$ cat config.mk
export PLATFORM = sky130hd
export DESIGN_NAME = sseg_arbiter
export DESIGN_NICKNAME = d
export VERILOG_FILES = /design/src/rtl/sseg_arbiter.sv
export SDC_FILE = /design/constraint.sdc
export NUM_CORES = 1
export LEC_CHECK = 0
export BUFFER_PORTS_ARGS = -buffer_cell sky130_fd_sc_hd__buf_2
export CORE_MARGIN = 1
export CORE_UTILIZATION = 51
export DETAILED_ROUTE_END_ITERATION = 10
export PLACE_DENSITY = 0.8
export SKIP_LAST_GASP = 1
export SLEW_MARGIN = 20
export SYNTH_ARGS = -nofsm -noshare
export SYNTH_HDL_FRONTEND = slang
export SYNTH_SLANG_ARGS = --single-unit
$ cat constraint.sdc
create_clock -name clk -period 4.3 [get_ports clk]
set_input_delay 0.86 -clock clk [delete_from_list [all_inputs] [get_ports clk]]
set_output_delay 0.86 -clock clk [all_outputs]
set_load 0.01 [all_outputs]
$ cat src/rtl/sseg_arbiter.sv
// rtl/sseg_arbiter.sv - round-robin owner arbiter with minimum dwell for the shared seven-segment display
module sseg_arbiter #(
    parameter int N     = 16,
    parameter int NREQ  = 4,
    parameter int DWELL = 10_000_000
) (
    input  logic                      clk,
    input  logic                      rst_n,
    input  logic [NREQ-1:0]           req,
    input  logic [NREQ*N-1:0]         data,
    input  logic                      lock,
    output logic [NREQ-1:0]           grant,
    output logic [$clog2(NREQ)-1:0]   owner,
    output logic                      valid,
    output logic [N-1:0]              out
);

    localparam int OW = $clog2(NREQ);
    localparam int CW = (DWELL > 1) ? $clog2(DWELL) : 1;
    localparam logic [CW-1:0] CNT_LOAD = CW'(DWELL - 1);
    localparam logic [OW-1:0] LAST_RST = OW'(NREQ - 1);

    typedef enum logic {IDLE, HOLD} state_t;

    state_t            state_q, state_d;
    logic [NREQ-1:0]   grant_q, grant_d;
    logic [OW-1:0]     owner_q, owner_d;
    logic [OW-1:0]     last_q, last_d;
    logic [CW-1:0]     cnt_q, cnt_d;
    logic              valid_q, valid_d;
    logic [N-1:0]      out_q, out_d;

    logic [N-1:0]      data_arr [NREQ];
    logic [NREQ-1:0]   others;
    logic [OW:0]       req_pick, oth_pick;
    logic              take;
    logic [OW-1:0]     win;

    // First set mask bit scanning base+1, base+2, ... wrapping mod NREQ; MSB flags a hit.
    function automatic logic [OW:0] rr_pick(input logic [OW-1:0] base, input logic [NREQ-1:0] mask);
        logic [OW:0]   res;
        logic [OW-1:0] idx;
        res = '0;
        for (int k = NREQ; k >= 1; k--) begin
            idx = OW'((int'(base) + k) % NREQ);
            if (mask[idx]) res = {1'b1, idx};
        end
        return res;
    endfunction

    always_comb begin
        for (int i = 0; i < NREQ; i++) data_arr[i] = data[i*N +: N];
    end

    always_comb begin
        state_d  = state_q;
        grant_d  = grant_q;
        owner_d  = owner_q;
        last_d   = last_q;
        cnt_d    = cnt_q;
        valid_d  = valid_q;
        out_d    = out_q;
        take     = 1'b0;
        win      = '0;
        others   = req & ~grant_q;
        req_pick = rr_pick(last_q, req);
        oth_pick = rr_pick(last_q, others);

        case (state_q)
            IDLE: begin
                if (req_pick[OW]) begin
                    take = 1'b1;
                    win  = req_pick[OW-1:0];
                end
            end
            HOLD: begin
                if (!req[owner_q]) begin
                    if (oth_pick[OW]) begin
                        take = 1'b1;
                        win  = oth_pick[OW-1:0];
                    end else begin
                        state_d = IDLE;
                        grant_d = '0;
                        valid_d = 1'b0;
                    end
                end else if (cnt_q != '0) begin
                    cnt_d = cnt_q - 1'b1;
                end else if (!lock && oth_pick[OW]) begin
                    take = 1'b1;
                    win  = oth_pick[OW-1:0];
                end
                // Expired dwell with no eligible competitor: counter parks at zero.
            end
            default: begin
                state_d = IDLE;
                grant_d = '0;
                valid_d = 1'b0;
            end
        endcase

        if (take) begin
            state_d = HOLD;
            grant_d = NREQ'(1) << win;
            owner_d = win;
            last_d  = win;
            cnt_d   = CNT_LOAD;
            valid_d = 1'b1;
        end

        if (state_d == HOLD) out_d = data_arr[owner_d];
    end

    always_ff @(posedge clk or negedge rst_n) begin
        if (!rst_n) begin
            state_q <= IDLE;
            grant_q <= '0;
            owner_q <= '0;
            last_q  <= LAST_RST;
            cnt_q   <= '0;
            valid_q <= 1'b0;
            out_q   <= '0;
        end else begin
            state_q <= state_d;
            grant_q <= grant_d;
            owner_q <= owner_d;
            last_q  <= last_d;
            cnt_q   <= cnt_d;
            valid_q <= valid_d;
            out_q   <= out_d;
        end
    end

    assign grant = grant_q;
    assign owner = owner_q;
    assign valid = valid_q;
    assign out   = out_q;

endmodule

==> impl.org <==
** Status
- The run finished with clean final reports.

** Drt
- The first detailed-routing pass took 4 iterations.
- Violation count after the first detailed-route iteration :: 161
- Dividing the detail-routed wire length by the instance count gives 14.8 um.
- Routed via count :: 2741
- The count of nets left with antenna violations once routing finished came out at 0.
- In the routed design, unresolved DRC markers number 0.
- Vias per std cell :: 5.75
- The routed design has 7050 um of wire.

** Worst hold path
- Counting instances, the worst hold path has a depth of 2.
- The tightest min-delay check is of the reg2reg type.
- Hold Startpoint :: valid$_DFFE_PN0P_
- The path with the worst hold slack has its endpoint at valid$_DFFE_PN0P_.

** Cells and area
- Net total in the final layout :: 477
- In the final layout, the share of cells above drive strength 1 is 29.1%.
- Cells fill 64.4% of the core in the end.
- 0 antenna diodes ended up in the layout.
- Finished layout cell area :: 3590 um2
- Fillers :: 458
- From synthesis to final layout, the design area changed by 20.7%.

** Setup path
- Critical path origin :: cnt_q[15]$_DFFE_PN0P_
- The critical path is of the reg2reg type.
- For the worst setup path, the data arrival time is 3.66 ns.
- Crit path max-delay family :: simple AND/OR/NAND/NOR gates
- The startpoint identified for the worst register-to-register timing path is cnt_q[15]$_DFFE_PN0P_.
- The setup check on the worst reg-to-reg path leaves a slack of 0.85 ns.
- CP peak stage delay :: 0.58 ns
- Critical Path, Cell by Cell :: or4_4 -> or4_4 -> o21a_4 -> o311ai_4 -> buf_4 -> and2_1 -> buf_4 -> mux2i_1 -> a211oi_1
- Data required time of the critical path :: 4.51 ns
- Worst setup SP type :: flip-flop
- Number of buffer and inverter stages on the critical path :: 2
- Largest fanout on the critical path :: 33
- The worst setup path is captured at a flip-flop.
- Counting cells, the worst reg-to-reg path comes to 9.
- Worst reg2reg path endpoint :: out[4]$_DFFE_PN0P_
- Slowest cell on crit path :: sky130_fd_sc_hd__or4_4

** Global routing
- Gr ovfl total :: 0
- Entering global routing, the biggest net connects 51 pins.
- Wire length of the first global-routing pass :: 11700 um
- GRT Total Usage :: 24.0%
- The number of antenna violations at the first check in global routing is 0.
- Via count of the first global-routing pass :: 2534

** Clock network
- Clock buffer depth :: 2
- The clock net in this run drives a total of 50 sinks.
- TritonCTS buffer count :: 5
- The tree is rooted in a sky130_fd_sc_hd__clkbuf_8.
- TritonCTS built the clock tree.
- The H-tree generated during clock tree synthesis spans 2 levels.
- Post-cts gate resize count :: 0
- After clock tree synthesis, the clock-pin slew on the worst setup and hold paths is 0.09 ns.
- The clock reaches the later pin of the worst-skew pair after 0.31 ns.
- Number of buffers inserted to repair setup after CTS :: 0
- Buffers inserted to repair hold after CTS numbered 0.

** Timing
- Based on the critical path, the design can be clocked at up to 290 MHz.
- Relative slew slack :: 49.1%
- Subtracting the final worst setup slack from the clock period gives 3.45 ns.
- The number of pins with negative max-slew slack in the final report was 0.
- Crit path setup slack, layout :: 0.846 ns
- Setup violations remaining at the end of the flow were counted as 0.
- Number of failing hold endpoints at the final stage :: 0
- Slew of the pin with the lowest slew margin :: 0.753 ns
- Clock skew after layout :: 0.0106 ns
- Post-route clock period utilization :: 80.3%
- Setup repair after global routing missed its margin :: no
- After routing, the total negative slack on setup checks comes to 0 ns.

** Placed design
- Once detailed placement completed, the half-perimeter wirelength came to 5140 um.
- Summing all placed instances gives a cell area of 3510 um2.
- Input/output buffers :: 93
- Routability-driven placement finished with a final weighted congestion of 0.818.
- Timing analysis after detailed placement gives a worst setup slack of 0.840 ns.

** Power and ir drop
- In this run the static leakage power is 1.56 nW.
- Per report_power, the clock group accounts for 11.0% of the total.
- Combinational cells account for 57.8% of the total power.
- Power per unit of standard cell area :: 667 nW/um2
- Register share of total power :: 31.2%
- Internal cell power :: 1.33 mW
- Total power :: 2.39 mW
- Fraction of power spent switching nets :: 44.4%
- Max VDD drop :: 0.000334 V
- P_sw :: 1.06 mW

** Floorplan
- The die is 78.4 um wide.
- The floorplan step defined a die boundary enclosing 6140 um2.
- Core region area :: 5570 um2
- Top-Level Pins :: 94
- For this configuration, the core starts out at a cell density of 53.3%.
- Die Ht :: 78.4 um
- The floorplan has 27 rows.

** Yosys
- Post-Synthesis Cell Area :: 2970 um2
- Number of enable flip-flop cells after synthesis :: 0
- Synthesis produced a netlist with a net count of 382.
- In this run the mean area of a mapped cell was 9.62 um2.
- For this run, the number of Yosys warnings is 0.
- The share of the Yosys chip area taken by registers is 42.2%.
- Most used flip-flop cell after synthesis :: sky130_fd_sc_hd__dfrtp_1
- Area share of xor/xnor cells in the synthesized design :: 4.42%
- Multiplexer cells account for 6.86% of the synthesized area.
- Post-Synth Adder-Cell Area :: 0.842%
- Summing the areas of all compound-gate instances in the mapped netlist gives 22.7% of the synthesized area.
- Synthesis inferred 50 register bits.
- The cell count after synthesis came out at 309.
- Number of distinct library cell variants in the gate-level netlist after synthesis :: 50
- Fraction of registers with async set/reset :: 100%
- Of the total synthesized cell area, the portion taken by AND, OR, NAND and NOR gates is 19.4%.
- By area, the combinational part of the netlist is dominated by compound AO/OA/AOI/OAI gates.

** Job
- Max-cap violations in this run came to 0.
## worst min-delay path: stages, from the launching register on
cell and delay (ns):
sky130_fd_sc_hd__dfrtp_1 0.34, sky130_fd_sc_hd__nand2_1 0.05, sky130_fd_sc_hd__nand2_1 0.06
## per-layer routing
layer / up-vias / global-route usage [%] / wire length, um
met5: - / 0 / 0
met4: 0 / 6.30 / 60
met3: 7 / 4.19 / 393
met2: 100 / 40.9 / 3580
met1: 1295 / 31.4 / 3020
li1: 1339 / - / -
## logic make-up after synthesis
family          Yosys count
compound gates           90
flops                    50
mux                      20
simple gates            113
fa+ha+maj                 2
xor+xnor                 15
buf+inv                  19
## layout by cell type (no fill, tap or decap), drive strengths merged, types with 2 or more instances in the layout
master	netlist	final
a211oi	33	33
a21boi	17	17
a21o	3	3
a21oi	9	9
a31oi	2	2
and2	2	2
and3b	2	2
buf	4	102
clkbuf	10	8
dfrtp	48	48
dfstp	2	2
ha	2	2
inv	5	5
mux2	3	3
mux2i	17	17
nand2	31	31
nand2b	6	6
nand3	4	4
nand3b	3	3
nor2	27	27
nor2b	7	7
nor3	7	7
nor3b	2	2
nor4	5	5
o2111ai	2	2
o211ai	3	3
o21a	2	2
o21ai	9	9
o41ai	3	3
or3	9	9
or4	4	4
xnor2	12	12
xor2	3	3
## layout make-up
type / count / area [um2] / area share (%)
inverter: 5 / 18.8 / 0.523
clock buffer: 8 / 80.1 / 2.23
multi-input combinational: 240 / 1610 / 44.9
sequential: 50 / 1250 / 34.9
timing repair buffer: 102 / 533 / 14.9
tap: 72 / 90.1 / 2.51
## power by group through the flow
stage / sequential [mW] / combinational [mW] / clock [mW]
finish: 0.746 / 1.38 / 0.264
global route: 0.769 / 1.52 / 0.287
CTS: 0.747 / 1.39 / 0.272
detailed placement: 0.752 / 1.39 / 0
global placement: 0.751 / 1.36 / 0
floorplan: 0.776 / 0.994 / 0
## worst max path at each step
stage	to	cells past startpoint
6_report	out[4]$_DFFE_PN0P_	9
5_1_grt	out[4]$_DFFE_PN0P_	9
4_1_cts	out[5]$_DFFE_PN0P_	9
3_5_place_dp	out[5]$_DFFE_PN0P_	9
3_3_place_gp	out[6]$_DFFE_PN0P_	9
2_1_floorplan	out[10]$_DFFE_PN0P_	8
## synthesized netlist by cell type (4+ instances only)
cell type,instances,area (um2)
sky130_fd_sc_hd__a211oi_1,33,248
sky130_fd_sc_hd__a21boi_0,16,120
sky130_fd_sc_hd__a21oi_1,9,45.0
sky130_fd_sc_hd__clkbuf_1,10,37.5
sky130_fd_sc_hd__dfrtp_1,48,1200
sky130_fd_sc_hd__inv_1,5,18.8
sky130_fd_sc_hd__mux2i_1,17,170
sky130_fd_sc_hd__nand2_1,31,116
sky130_fd_sc_hd__nand2b_1,6,37.5
sky130_fd_sc_hd__nand3_1,4,20.0
sky130_fd_sc_hd__nor2_1,27,101
sky130_fd_sc_hd__nor2b_1,7,43.8
sky130_fd_sc_hd__nor3_1,7,35.0
sky130_fd_sc_hd__nor4_1,5,31.3
sky130_fd_sc_hd__o21ai_0,8,40.0
sky130_fd_sc_hd__or3_1,9,56.3
sky130_fd_sc_hd__xnor2_1,12,105
## through the flow
stage               hold WS, ns  instances
floorplan                 0.461        309
global placement          0.461        469
detailed placement        0.463        469
CTS                       0.486        477
global route              0.502        477
finish                    0.480        477
## state kept, by name, indices dropped and copies added, names as in the netlist
register and count:
cnt_q 24, grant 4, last_q 2, out 16
owner 2, state_q 1, valid 1
Power figures use the tool's default switching activity.
